File: src/rtl/sync_fifo_param_if.sv
// Handshake/data bundle between a producer/consumer pair and sync_fifo_param.
interface sync_fifo_param_if #(
  parameter int unsigned DSIZE = 8,
  parameter int unsigned ASIZE = 4
);
  logic             flush;
  logic [DSIZE-1:0] wdata;
  logic             winc;
  logic             rinc;
  logic [DSIZE-1:0] rdata;
  logic             wfull;
  logic             rempty;
  logic             almost_full;
  logic             almost_empty;
  logic [ASIZE:0]   count;
  logic             overflow;
  logic             underflow;

  modport master (
    output flush, wdata, winc, rinc,
    input  rdata, wfull, rempty, almost_full, almost_empty, count, overflow, underflow
  );

  modport slave (
    input  flush, wdata, winc, rinc,
    output rdata, wfull, rempty, almost_full, almost_empty, count, overflow, underflow
  );
endinterface

File: src/rtl/sync_fifo_param.sv
// Single-clock parametrised FIFO with occupancy count, threshold flags, flush,
// overflow/underflow pulses and selectable registered or first-word-fall-through read.
module sync_fifo_param #(
  parameter int unsigned DSIZE      = 8,
  parameter int unsigned ASIZE      = 4,
  parameter int unsigned AFULL_LVL  = (1 << ASIZE) - 2,
  parameter int unsigned AEMPTY_LVL = 1,
  parameter int unsigned FWFT       = 0
) (
  input logic              i_clk,
  input logic              i_rst,
  sync_fifo_param_if.slave bus
);

  localparam int unsigned DEPTH = 1 << ASIZE;
  localparam int unsigned CW    = ASIZE + 1;

  logic [DSIZE-1:0] r_mem [DEPTH];
  logic [ASIZE-1:0] r_wptr;
  logic [ASIZE-1:0] r_rptr;
  logic [CW-1:0]    r_count;
  logic             r_overflow;
  logic             r_underflow;

  logic w_full;
  logic w_empty;
  logic w_wacc;
  logic w_racc;

  // Status flags decode the registered count only, so they never follow winc/rinc.
  assign w_full  = (r_count == CW'(DEPTH));
  assign w_empty = (r_count == '0);
  assign w_wacc  = bus.winc && !w_full  && !bus.flush;
  assign w_racc  = bus.rinc && !w_empty && !bus.flush;

  assign bus.wfull        = w_full;
  assign bus.rempty       = w_empty;
  assign bus.almost_full  = (r_count >= CW'(AFULL_LVL));
  assign bus.almost_empty = (r_count <= CW'(AEMPTY_LVL));
  assign bus.count        = r_count;
  assign bus.overflow     = r_overflow;
  assign bus.underflow    = r_underflow;

  // Storage is deliberately left out of reset and flush; pointers define validity.
  always_ff @(posedge i_clk) begin
    if (w_wacc) r_mem[r_wptr] <= bus.wdata;
  end

  always_ff @(posedge i_clk or posedge i_rst) begin
    if (i_rst) begin
      r_wptr      <= '0;
      r_rptr      <= '0;
      r_count     <= '0;
      r_overflow  <= 1'b0;
      r_underflow <= 1'b0;
    end else if (bus.flush) begin
      r_wptr      <= '0;
      r_rptr      <= '0;
      r_count     <= '0;
      r_overflow  <= 1'b0;
      r_underflow <= 1'b0;
    end else begin
      if (w_wacc) r_wptr <= r_wptr + ASIZE'(1);
      if (w_racc) r_rptr <= r_rptr + ASIZE'(1);
      r_count     <= r_count + CW'(w_wacc) - CW'(w_racc);
      r_overflow  <= bus.winc && w_full;
      r_underflow <= bus.rinc && w_empty;
    end
  end

  generate
    if (FWFT == 0) begin : g_reg_read
      logic [DSIZE-1:0] r_rdata;
      // Holds the last popped word, including across flush.
      always_ff @(posedge i_clk or posedge i_rst) begin
        if (i_rst)       r_rdata <= '0;
        else if (w_racc) r_rdata <= r_mem[r_rptr];
      end
      assign bus.rdata = r_rdata;
    end else begin : g_fwft_read
      assign bus.rdata = w_empty ? '0 : r_mem[r_rptr];
    end
  endgenerate

endmodule

File: src/flat_wrapper.sv
// flat-port wrapper written by rule: the top's interface ports become plain ports
module sync_fifo_param_flat 
#(
  parameter int unsigned DSIZE      = 8,
  parameter int unsigned ASIZE      = 4,
  parameter int unsigned AFULL_LVL  = (1 << ASIZE) - 2,
  parameter int unsigned AEMPTY_LVL = 1,
  parameter int unsigned FWFT       = 0
)
  (i_clk, i_rst, bus_flush, bus_wdata, bus_winc, bus_rinc, bus_rdata, bus_wfull, bus_rempty, bus_almost_full, bus_almost_empty, bus_count, bus_overflow, bus_underflow);
  sync_fifo_param_if #(.DSIZE(DSIZE), .ASIZE(ASIZE)) bus_i ();
  input logic i_clk;
  input logic i_rst;
  input wire logic [$bits(bus_i.flush)-1:0] bus_flush;
  input wire logic [$bits(bus_i.wdata)-1:0] bus_wdata;
  input wire logic [$bits(bus_i.winc)-1:0] bus_winc;
  input wire logic [$bits(bus_i.rinc)-1:0] bus_rinc;
  output wire logic [$bits(bus_i.rdata)-1:0] bus_rdata;
  output wire logic [$bits(bus_i.wfull)-1:0] bus_wfull;
  output wire logic [$bits(bus_i.rempty)-1:0] bus_rempty;
  output wire logic [$bits(bus_i.almost_full)-1:0] bus_almost_full;
  output wire logic [$bits(bus_i.almost_empty)-1:0] bus_almost_empty;
  output wire logic [$bits(bus_i.count)-1:0] bus_count;
  output wire logic [$bits(bus_i.overflow)-1:0] bus_overflow;
  output wire logic [$bits(bus_i.underflow)-1:0] bus_underflow;
  assign bus_i.flush = bus_flush;
  assign bus_i.wdata = bus_wdata;
  assign bus_i.winc = bus_winc;
  assign bus_i.rinc = bus_rinc;
  assign bus_rdata = bus_i.rdata;
  assign bus_wfull = bus_i.wfull;
  assign bus_rempty = bus_i.rempty;
  assign bus_almost_full = bus_i.almost_full;
  assign bus_almost_empty = bus_i.almost_empty;
  assign bus_count = bus_i.count;
  assign bus_overflow = bus_i.overflow;
  assign bus_underflow = bus_i.underflow;
  sync_fifo_param #(.DSIZE(DSIZE), .ASIZE(ASIZE), .AFULL_LVL(AFULL_LVL), .AEMPTY_LVL(AEMPTY_LVL), .FWFT(FWFT)) u_core (.i_clk(i_clk), .i_rst(i_rst), .bus(bus_i));
endmodule
File: config.mk
export PLATFORM = sky130hd
export DESIGN_NAME = sync_fifo_param_flat
export DESIGN_NICKNAME = d
export VERILOG_FILES = /design/src/rtl/sync_fifo_param_if.sv /design/src/rtl/sync_fifo_param.sv /design/src/flat_wrapper.sv
export SDC_FILE = /design/constraint.sdc
export NUM_CORES = 1
export LEC_CHECK = 0
export CORE_MARGIN = 2
export CORE_UTILIZATION = 64
export DETAILED_ROUTE_END_ITERATION = 6
export GPL_TIMING_DRIVEN = 0
export HOLD_SLACK_MARGIN = 0.1
export PLACE_DENSITY = 0.84
export SYNTH_ARGS = -nofsm -noshare
export SYNTH_HDL_FRONTEND = slang
export SYNTH_SLANG_ARGS = --single-unit
File: constraint.sdc
create_clock -name i_clk -period 4.6 [get_ports i_clk]
set_clock_uncertainty 0.05 [all_clocks]
set_input_delay 1.15 -clock i_clk [delete_from_list [all_inputs] [get_ports i_clk]]
set_output_delay 1.15 -clock i_clk [all_outputs]
set_load 0.005 [all_outputs]
Word level (Yosys, flattened, before mapping)
Memories as Yosys holds them, arrays and structs flattened. A register that Yosys moved wholly into a read port is not among the register bits.
Cells that the tools add are included.
- memory bits (writable): 128
- logic and storage cells: 34
- memories kept: 1
- register bits: 15
- memories (name ; words ; width ; rd ports ; clocked after Yosys merged registers in ; wr ports ; line ; text):
    u_core.r_mem ; 16 ; 8 ; 1 ; 1 ; 1 ; sync_fifo_param.sv:18 ; logic [DSIZE-1:0] r_mem [DEPTH];
- add/subtract/negate cells: 4
- order comparisons: 2
- reductions and logical operators: 12
- eq/ne operators: 1
- muxes and demuxes: 9
- operators with widths (kind ; count):
    4-bit 2-to-1 mux ; 4
    4-bit by 1-bit adder with 4-bit output, second input constant ; 2
    1-bit logical AND ; 6
    5-bit by 1-bit adder with 5-bit output ; 1
    5-bit == test, second input constant ; 1
    5-bit by 4-bit >= comparator with 1-bit output, second input constant ; 1
    5-bit by 1-bit less-or-equal comparator with 1-bit output, second input constant ; 1
    5-bit logical NOT ; 1
    5-bit 2-to-1 mux ; 1
    5-bit by 1-bit subtractor with 5-bit output ; 1
    1-bit 2-to-1 mux ; 4
    2-bit nonzero test ; 2
    1-bit logical NOT ; 3

Depth between registers and ports, before layout
Gate-level depths: netlist of the first run.
- depth in word-level cells: 7
- mapped depth: 16
- gate-level depth less buffers: 14

Worst setup path after synthesis of the first run
Ideal clock, no wire load.
- path type: input port to flip-flop
- start: in bus_flush
- end: reg u_core.r_count[4], in the netlist u_core.bus.count[4]
- data arrival time: 3.067 ns
- setup slack: 1.351 ns
- stages: 13
- setup time: 0.132 ns
- cell sequence: clkbuf_1 > nand3b_4 > buf_4 > inv_1 > ha_1 > inv_1 > ha_1 > inv_1 > fa_1 > o21bai_1 > a21oi_1 > xnor2_1 > nor2_1
- RTL lines (item ; line ; text):
    from (decl) ; flat_wrapper.sv:14 ; input wire logic [$bits(bus_i.flush)-1:0] bus_flush;
    1-bit logical NOT ; sync_fifo_param.sv:34 ; assign w_racc = bus.rinc && !w_empty && !bus.flush;
    1-bit logical AND ; sync_fifo_param.sv:34 ;
    via u_core.w_racc ; sync_fifo_param.sv:28 ; logic w_racc;
    5-bit by 1-bit subtractor with 5-bit output ; sync_fifo_param.sv:65 ; r_count <= r_count + CW'(w_wacc) - CW'(w_racc);
    5-bit 2-to-1 mux ; sync_fifo_param.sv:56 ; end else if (bus.flush) begin
    to (signal assigned) ; sync_fifo_param.sv:65 ;
    to (decl) ; sync_fifo_param.sv:21 ; logic [CW-1:0] r_count;
The timed path passes the listed nets, and every way through them passes these cells.
A chain may end at the register's enable or synchronous reset.

Worst setup path in the final report of the first run
- start: reg u_core.r_count[2], in the netlist u_core.bus.count[2]
- end: out bus_rempty
- cells in the longest elaborated chain, start to end: 1
- ends and longest elaborated chain (item ; line ; text):
    5-bit logical NOT ; sync_fifo_param.sv:32 ; assign w_empty = (r_count == '0);
    to (decl) ; flat_wrapper.sv:20 ; output wire logic [$bits(bus_i.rempty)-1:0] bus_rempty;
No other way between the ends.

==> results of run 1 <==
## critical path, delay by kind of cell (launching register included)
kind          cells  cell delay (ns)
simple gates      1             0.48
fa+ha+maj         1             0.20
flops             1             0.43
buf+inv           4             0.89
## layout make-up
type / count / area [sq um] / share of cell area [%]
Multi-Input combinational cell: 157 / 1720 / 23.22
Timing Repair Buffer: 31 / 307.8 / 4.155
Inverter: 15 / 56.30 / 0.7600
Sequential cell: 151 / 4419 / 59.65
Clock inverter: 15 / 201.4 / 2.719
Tap cell: 133 / 166.4 / 2.246
Buffer: 18 / 122.6 / 1.655
Clock buffer: 17 / 414.1 / 5.590
## logic make-up after synthesis
group,count (synthesis)
multiplexers,40
flip-flops,151
XOR/XNOR,9
buffers and inverters,33
AO/OA/AOI/OAI,34
adder cells (fa/ha/maj),18
AND/OR/NAND/NOR,56
## per-stage QoR
stage	area [sq um]	utilization, %	hold WS, ns	std cells	setup slack (ns)
after floorplan	6314	-	0.4239	341	1.351
after global placement	6780	70.01	0.4110	504	0.8568
final	7408	76.50	0.4295	537	0.8798
after detailed placement	6780	70.01	0.4165	504	0.7992
after CTS	7396	76.37	0.4307	536	0.8526
after global routing	7408	76.50	0.4549	537	0.7499
## power breakdown
group | switching [mW] | internal (mW) | leakage, nW | total, mW
Combinational | 0.410 | 0.440 | 0.900 | 0.850
Clock | 0.557 | 0.883 | 0.296 | 1.44
Sequential | 0.0622 | 1.57 | 1.45 | 1.63
Total | 1.03 | 2.89 | 2.65 | 3.92
## Yosys cell counts (2+ instances only)
cell type	instances
sky130_fd_sc_hd__o21bai_1	2
sky130_fd_sc_hd__nor3b_1	2
sky130_fd_sc_hd__buf_8	2
sky130_fd_sc_hd__nand3_1	6
sky130_fd_sc_hd__mux4_2	9
sky130_fd_sc_hd__mux4_1	23
sky130_fd_sc_hd__edfxtp_1	128
sky130_fd_sc_hd__mux2i_1	8
sky130_fd_sc_hd__nand2b_1	3
sky130_fd_sc_hd__xor2_1	5
sky130_fd_sc_hd__dfrtp_1	23
sky130_fd_sc_hd__buf_1	3
sky130_fd_sc_hd__ha_1	17
sky130_fd_sc_hd__buf_6	2
sky130_fd_sc_hd__nor3_1	4
sky130_fd_sc_hd__buf_4	2
sky130_fd_sc_hd__xnor2_1	4
sky130_fd_sc_hd__nor2_1	22
sky130_fd_sc_hd__nand2_1	11
sky130_fd_sc_hd__buf_2	5
sky130_fd_sc_hd__and3_1	2
sky130_fd_sc_hd__a21o_1	8
sky130_fd_sc_hd__a211oi_1	8
sky130_fd_sc_hd__a21oi_1	6
sky130_fd_sc_hd__clkbuf_1	3
sky130_fd_sc_hd__o22ai_1	8
sky130_fd_sc_hd__inv_1	15
## layer usage
layer	global-route usage [%]	vias to the layer above	share of wire, %
li1	-	1453	-
met3	5.914	10	6.5
met5	0	-	0
met1	36.94	1721	41
met4	8.907	0	0.77
met2	41.81	162	51
## state kept, by name (all words and copies together) (netlist names)
name / flops
u_core.bus.overflow: 1
u_core.bus.count: 5
u_core.bus.underflow: 1
u_core.r_rptr: 4
u_core.r_mem: 128
u_core.r_wptr: 4
u_core.bus.rdata: 8
## layout by cell type (no fill, tap or decap), types with 3 or more instances in the layout
master,netlist,routed
sky130_fd_sc_hd__buf_1,3,3
sky130_fd_sc_hd__edfxtp_1,128,128
sky130_fd_sc_hd__nor3_1,4,3
sky130_fd_sc_hd__ha_1,17,17
sky130_fd_sc_hd__nand3_1,6,6
sky130_fd_sc_hd__inv_1,15,15
sky130_fd_sc_hd__a211oi_1,8,8
sky130_fd_sc_hd__nand2b_1,3,3
sky130_fd_sc_hd__xnor2_1,4,4
sky130_fd_sc_hd__a21o_1,8,8
sky130_fd_sc_hd__xor2_1,5,5
sky130_fd_sc_hd__mux4_2,9,9
sky130_fd_sc_hd__clkinv_4,0,4
sky130_fd_sc_hd__o22ai_1,8,8
sky130_fd_sc_hd__bufinv_16,0,4
sky130_fd_sc_hd__clkdlybuf4s50_1,0,30
sky130_fd_sc_hd__a21oi_1,6,6
sky130_fd_sc_hd__nor2_1,22,22
sky130_fd_sc_hd__dfrtp_1,23,23
sky130_fd_sc_hd__buf_2,5,5
sky130_fd_sc_hd__nand2_1,11,11
sky130_fd_sc_hd__clkbuf_1,3,3
sky130_fd_sc_hd__mux4_1,23,23
sky130_fd_sc_hd__mux2i_1,8,8
sky130_fd_sc_hd__clkbuf_16,0,16
## path summary, 6_finish.rpt
path,endpoint,slack [ns],cells past startpoint
worst max-delay path,bus_rempty,0.88,6
worst max register to register,u_core.bus.count[4]$_DFF_PP0_,1.21,16
worst min-delay path,u_core.bus.rdata[5]$_DFFE_PP0P_,0.43,1
worst min register to register,u_core.bus.rdata[5]$_DFFE_PP0P_,0.43,1
max in group asynchronous,u_core.bus.count[2]$_DFF_PP0_,2.90,2
min in group asynchronous,u_core.bus.rdata[6]$_DFFE_PP0P_,1.05,2
==> flow_results.org, run 1 <==
** Outcome
- The flow ran to the end, and the final reports show no timing, DRC or antenna violations.

** Synthesis
- Adder and majority gate portion of the synthesized area :: 3.686%
- Synthesis produced around 340 cells.
- Summed over all instances, the cell type with the most area after synthesis is sky130_fd_sc_hd__edfxtp_1.
- Mapped cell area :: ~6300 sq um
- Summing the areas of all and, or, nand and nor instances in the mapped netlist gives about 4.5% of the synthesized area.
- Leading cell types by total area after synthesis :: sky130_fd_sc_hd__edfxtp_1 61%, sky130_fd_sc_hd__mux4_1 9.6%, sky130_fd_sc_hd__dfrtp_1 9.1%
- Library cells used by synthesis :: 37
- After synthesis, the share of flip-flops with an asynchronous set or reset is 15.23%.
- Yosys synthesis warning count :: 0
- Each instance of the synthesized netlist takes up on average 18.51 sq um.
- After Yosys synthesis, XOR and XNOR cells account for under 10% of the synthesized area.
- Synthesis inferred approximately 150 register bits.
- Synthesis produced a netlist with a net count of approximately 370.
- Post-synthesis sequential area ratio :: 70.00%
- In the synthesized netlist, mux cells make up around 14% of the area.
- Most instantiated flip-flop cell in the synthesis netlist :: sky130_fd_sc_hd__edfxtp_1
- Summing the areas of all compound-gate instances in the mapped netlist gives between 3 and 4% of the synthesized area.
- Number of enable flip-flop cells after synthesis :: 128
- Largest family of logic cells by synthesized area :: multiplexers
- Of the post-synthesis cell area, the dominant cell type holds between 60% and 70%.

** Min path
- The startpoint identified for the worst hold timing path is u_core.bus.rdata[5]$_DFFE_PP0P_.
- Hold Path Class :: flip-flop to flip-flop

** Routing
- Iteration-0 DRC count of the detailed router :: 289
- Detailed routing inserted a total of between 3000 and 4000 vias.
- The first detailed-routing pass took 5 iterations.
- In the routed design, unresolved DRC markers number 0.
- Post-Route WL :: about 13 mm
- Number of routed nets with antenna violations :: 0
- Average via count per standard cell :: ~6.2
- Routed wire length per instance :: about 24 um

** Final layout
- The post-route netlist has around 14% of its cells at a drive strength greater than 1.
- Synthesis-to-finish area growth :: 17.34%
- Fillers :: about 540
- Diode count :: 0
- At the end of the flow, the number of nets in the layout was between 400 and 500.

** CTS
- Count of hold buffers inserted by post-cts repair :: 0
- TritonCTS built the clock tree.
- Clock tree synthesis found a total of 151 sinks.
- Later-pin clock latency in the skew report :: roughly 0.52 ns
- Count of H-tree levels built during CTS :: 4
- After clock tree synthesis, the clock-pin slew on the worst setup and hold paths is approximately 0.06 ns.
- Cells resized by post-CTS repair :: 0
- Number of buffers added by the clock tree synthesis step :: 17
- Maximum clock insertion buffer count :: 2
- Clk Tree Root Cell :: sky130_fd_sc_hd__clkbuf_8
- Buffers added to address setup during post-CTS repair amount to 0.

** STA
- Headroom to the max-slew limit :: 16.64%
- Setup violations remaining at the end of the flow were counted as 0.
- The count of final hold-check violations came to 0.
- Ratio of final minimum period to clock period :: 80.87%
- Based on the critical path, the design can be clocked at up to roughly 270 MHz.
- After routing, the total negative slack on setup checks comes to 0 ns.
- Subtracting the final worst setup slack from the clock period gives 3.720 ns.
- RSZ-0062 raised after global routing :: no
- Slew of the pin with the lowest slew margin :: 1.241 ns
- Number of pins exceeding their max-slew limit in the final report :: 0

** Placed design
- After legalization and detailed placement, the total HPWL measured around 7.8 mm.
- Routability-driven placement finished with a final weighted congestion of just over 0.8.
- Input and output buffers added on the ports amount to 30.

** GRT
- The number of global-route vias before repair is between 3000 and 4000.
- Global routing used a little over a quarter of the available tracks across all layers.
- Sum of overflow across all layers after global routing :: 0
- Antenna violations before repair :: 0
- First-pass GRT wire length :: about 19 mm
- Entering global routing, the biggest net connects 24 pins.

** Run
- Max_cap viols :: 0

** Worst setup path
- Most prevalent standard cell on the critical path :: sky130_fd_sc_hd__inv_1
- Among all stages on the critical path, the largest delay is contributed by sky130_fd_sc_hd__clkdlybuf4s50_1.
- In this run the worst setup path begins at u_core.bus.count[2]$_DFF_PP0_.
- The startpoint identified for the worst register-to-register timing path is u_core.bus.count[2]$_DFF_PP0_.
- For the worst setup path, the data arrival time is roughly 2.5 ns.
- Data required time at the worst endpoint :: about 3.4 ns
- Cells along the critical path :: inv_1 -> ha_1 -> or4b_1 -> buf_2 -> inv_1 -> clkdlybuf4s50_1
- CP Launch Type :: flip-flop
- Along the worst path, the maximum fanout reaches 7.
- The worst setup path is captured at a primary output.
- Delay contributed by the slowest stage of the critical path :: 0.49 ns
- Critical path class :: flip-flop to primary output

** Die
- In this run the count of I/O pins placed on the die edge is 32.
- The die covers ~11000 sq um.
- The initial utilization of the core area, before any placement, comes to 65.19%.
- After floorplanning, the core was divided into 36 placement rows.
- The region available for standard cell placement spans roughly 9700 sq um.
- Die Span Y :: 103.3 um
- Horizontal extent of the die :: around 100 um

** Power and ir drop
- Power density over the cells :: between 500 and 600 nW/um^2
- Highest ir drop seen on vdd :: around 0.00038 V
- Power comes to slightly below 4 mW.
- For this design the static power due to leakage is about 2.6 nW.
Power figures use the tool's default switching activity.
==> run 2, diff against run 1 <==
--- a/config.mk
+++ b/config.mk
@@ -6,11 +6,11 @@
 export NUM_CORES = 1
 export LEC_CHECK = 0
 export CORE_MARGIN = 2
-export CORE_UTILIZATION = 64
+export CORE_UTILIZATION = 54
 export DETAILED_ROUTE_END_ITERATION = 6
 export GPL_TIMING_DRIVEN = 0
 export HOLD_SLACK_MARGIN = 0.1
-export PLACE_DENSITY = 0.84
+export PLACE_DENSITY = 0.76
 export SYNTH_ARGS = -nofsm -noshare
 export SYNTH_HDL_FRONTEND = slang
 export SYNTH_SLANG_ARGS = --single-unit
==> constraint.sdc (replaced) <==
create_clock -name i_clk -period 3.18 [get_ports i_clk]
set_clock_uncertainty 0.05 [all_clocks]
set_input_delay 0.795 -clock i_clk [delete_from_list [all_inputs] [get_ports i_clk]]
set_output_delay 0.795 -clock i_clk [all_outputs]
set_load 0.005 [all_outputs]
==> run 2 against run 1 <==
Clock power increased by 37%. Non-clock buffer count increased by 2. Final cell count increased by 2.2%. Global-route usage decreased by 5.9 points. Wire length decreased by 4.5%. Clock-buffer cell count unchanged. Setup slack got worse by 0.75 ns. Utilization decreased by 11 points. Critical path depth decreased by 1. Worst hold slack got worse by 0.0027 ns. Sequential power increased by 45%. Highest routed layer unchanged.
==> flow_results.org, run 2 (synthesis gave the netlist of run 1 again) <==
** Final layout
- The number of standard cells in the layout, taps in and fillers out came to 549 (+2.2%).
- Number of nets at the end of the flow :: 424 (+0.47%)
- The summed area of non-filler cells in the final layout came to 7426 sq um (+0.24%).
- Diode count :: 0 (unchanged)
- Fraction of layout cells with a size suffix above 1 :: 16.01% (+1.9 points)
- Leaving out fill and tap cells, the most frequent cells in the layout are 128 x sky130_fd_sc_hd__edfxtp_1, 30 x sky130_fd_sc_hd__clkdlybuf4s50_1, 23 x sky130_fd_sc_hd__mux4_1, 23 x sky130_fd_sc_hd__dfrtp_1, 22 x sky130_fd_sc_hd__nor2_1.
- Synthesis-to-finish area growth :: 17.62%
- The flip-flop count of the largest register, all copies and words added is 128 (unchanged).
- Register with the most flip-flops :: u_core.r_mem
- The library cell used most frequently in the layout, excluding fill and tap cells, is sky130_fd_sc_hd__edfxtp_1.
- Fillers :: 789 (+46%)

** CTS
- Maximum clock insertion buffer count :: 2 (unchanged)
- TritonCTS clock tree :: done
- Count of H-tree levels built during CTS :: 4 (unchanged)
- Later-pin clock latency in the skew report :: 0.42 ns (-0.10 ns)
- Clk Tree Root Cell :: sky130_fd_sc_hd__clkbuf_16
- The number of clock sinks is 151 (unchanged).
- Clock transition time at the flip-flop clock pins of the worst setup and hold paths :: 0.07 ns (about the same)
- The number of hold-repair buffers added at the cts stage was 0 (unchanged).
- Number of buffers added by the clock tree synthesis step :: 17 (unchanged)

** Power and ir drop
- Internal cell power :: 4.043 mW (+40%)
- The static power due to leakage is 2.658 nW (+0.31%).
- Overall Power :: 5.580 mW (+42%)
- Highest ir drop seen on vdd :: 0.0004824 V (+26%)
- The combinational power share was 22.2% (+0.5 points).
- Clock Power Share :: 35.5% (-1.2 points)
- Net switching share of the total power :: 27.55% (+1.3 points)
- The share of total power in sequential cells was 42.3% (+0.7 points).
- The power density of the placed cells is 751.5 nW/um^2 (+42%).
- Power spent charging and discharging nets :: 1.538 mW (+49%)

** STA
- The worst path in the final design needs a cycle of just over 3 ns, including I/O delays and setup.
- The headroom to the max-slew limit was 39.84% (+23 points).
- RSZ-0062 raised after global routing :: no
- Final Hold Violating Endpoints :: 0 (unchanged)
- Sum of negative setup slack :: 0 ns (unchanged)
- The max-slew violation count is 0 (unchanged).
- Timing would allow up to 327.9 MHz.
- The final critical path takes up between 90% and 100% of the cycle.
- # setup viols final :: 0 (unchanged)
- The smallest setup slack after layout was 0.1300 ns (-0.7498 ns).
- The slew of the pin with the lowest slew margin was 0.9013 ns (-0.3395 ns).

** GRT
- The total grt overflow was 0 (unchanged).
- First-pass GRT wire length :: 18.57 mm (-2.6%)
- Total routing resource utilization after global routing :: 20.46% (-5.9 points)
- The initial antenna violation count is 0 (unchanged).
- Pin count of the biggest net entering global routing :: 24 (unchanged)
- Via count of the first global-routing pass :: 3188 (-2.4%)

** Min path
- Hold path start :: u_core.bus.rdata[1]$_DFFE_PP0P_
- The path class of the tightest hold or removal check is flip-flop to flip-flop.
- Hold-critical path endpoint :: u_core.bus.rdata[1]$_DFFE_PP0P_
- The number of cells on the worst hold path came to 1 (unchanged).

** Placed design
- The placement-stage worst setup slack was -0.3139 ns (-1.113 ns).
- The placer congestion estimate was 0.7932 (-4.4%).
- Dpl cells :: 514 (+2.0%)
- Buffers on Ports :: 30 (unchanged)
- The half-perimeter wire length after detailed placement was 7.681 mm (-1.0%).
- The post-detailed-placement cell area is 6793 sq um (+0.18%).

** Worst setup path
- The critical path is of the flip-flop to primary output type.
- The slack of the worst reg-to-reg path was 0.23 ns (-0.98 ns).
- The worst setup path is captured at a primary output.
- The required time reported for the critical path endpoint was 2.33 ns (-1.07 ns).
- The worst setup path is launched from a flip-flop.
- Beginning of the worst register-to-register path :: u_core.bus.count[3]$_DFF_PP0_
- The top fanout value on the critical path came to 7 (unchanged).
- Length in cells of the worst reg-to-reg path :: 14 (-2)
- The endpoint identified for the worst register-to-register timing path is u_core.bus.count[4]$_DFF_PP0_.
- The data arrival at the endpoint of the critical path was 2.21 ns (-0.31 ns).

** Routing
- The total detailed-routing wirelength is 12.27 mm (-4.5%).
- The count of antenna-violating nets left after detailed routing was 0 (unchanged).
- Vias after detailed routing :: 3304 (-1.3%)
- The first-pass iteration count of the detailed router came to 5 (unchanged).
- Iteration-0 DRC count of the detailed router :: 385 (+33%)
- Routed wire length per instance :: 22.36 um (-6.6%)
- The number of design rule violations left after detail routing is 0 (unchanged).
- Average via count per standard cell :: 6.018 (-3.4%)

** Die
- The floorplan row count was 39 (+8.3%).
- Starting density of the core :: 55.29% (-9.9 points)
- The overall die height was 112.1 um (+8.5%).
- The core region area was 11420 sq um (+18%).
- Die Area :: 12570 sq um (+18%)
- Horizontal extent of the die :: 112.1 um (+8.5%)
- The top-level I/O count is 32 (unchanged).

** Outcome
- Status :: finished clean

** Run
- The number of max-capacitance violations reported is 0 (unchanged).
-- run 2: changes by cell type in the layout (fill, tap and decap cells not counted), moves of 2 or more --
cell                        before  now
sky130_fd_sc_hd__inv_2           0    2
sky130_fd_sc_hd__nor3_2          1    3
sky130_fd_sc_hd__bufinv_16       4    1
sky130_fd_sc_hd__buf_4           2    5
sky130_fd_sc_hd__inv_8           0    5
sky130_fd_sc_hd__inv_1          15   13
sky130_fd_sc_hd__inv_6           2    4
sky130_fd_sc_hd__clkinv_4        4    0
sky130_fd_sc_hd__nor3_1          3    1
-- run 2: critical path, cell delays in order (launching register included) --
cell                              delay, ns
sky130_fd_sc_hd__dfrtp_1               0.42
sky130_fd_sc_hd__inv_2                 0.09
sky130_fd_sc_hd__ha_2                  0.18
sky130_fd_sc_hd__or4b_4                0.54
sky130_fd_sc_hd__inv_1                 0.08
sky130_fd_sc_hd__clkdlybuf4s50_1       0.49
-- run 2: power groups by stage --
stage	clock [mW]	sequential [mW]	combinational, mW
6_report	1.98	2.36	1.24
2_1_floorplan	0	2.39	0.762
5_1_grt	2.08	2.38	1.35
3_5_place_dp	0	2.41	1.21
4_1_cts	2.00	2.36	1.24
3_3_place_gp	0	2.40	1.19
-- run 2: metrics by stage --
| step | util, % | hold slack, ns |
|---|---|---|
| final | 65.03 | 0.4268 |
| after floorplan | - | 0.4239 |
| after global routing | 65.03 | 0.4494 |
| after CTS | 64.74 | 0.4353 |
| after global placement | 59.49 | 0.4111 |
| after detailed placement | 59.49 | 0.4200 |
-- run 2: layer usage --
metal | vias to the layer above | wire, um | GRT usage, %
met5 | - | 0 | 0
met4 | 0 | 245 | 7.154
met3 | 16 | 800 | 5.454
met2 | 144 | 5903 | 31.16
met1 | 1689 | 5324 | 29.18
li1 | 1455 | - | -
-- run 2: worst max path at each step --
stage	slack [ns]	cells after the start	from	to
after floorplan	0.12	16	u_core.bus.count[2]$_DFF_PP0_	u_core.bus.count[4]$_DFF_PP0_
after global placement	-0.22	4	bus_winc	u_core.r_mem[3][5]$_DFFE_PP_
after detailed placement	-0.31	4	bus_winc	u_core.r_mem[3][5]$_DFFE_PP_
after CTS	0.009	6	u_core.bus.count[3]$_DFF_PP0_	bus_rempty
after global routing	0.04	5	u_core.bus.count[3]$_DFF_PP0_	bus_rempty
final	0.13	5	u_core.bus.count[3]$_DFF_PP0_	bus_rempty
-- run 2: layout make-up --
type | instances | area, sq um | share of cell area (%)
flip-flops and latches | 151 | 4419 | 59.51
multi-input cells | 157 | 1737 | 23.39
clock buffers | 17 | 425.4 | 5.729
repair buffers | 35 | 337.8 | 4.549
well taps | 143 | 178.9 | 2.409
clock inverters | 15 | 161.4 | 2.174
plain buffers | 16 | 110.1 | 1.483
inverters | 15 | 56.30 | 0.7582
-- run 2: what timing repair did --
action / in CTS / in global routing
gates resized for setup: 4 / 4
setup endpoints to repair: 11 / 26
buffers inserted: 2 / 2
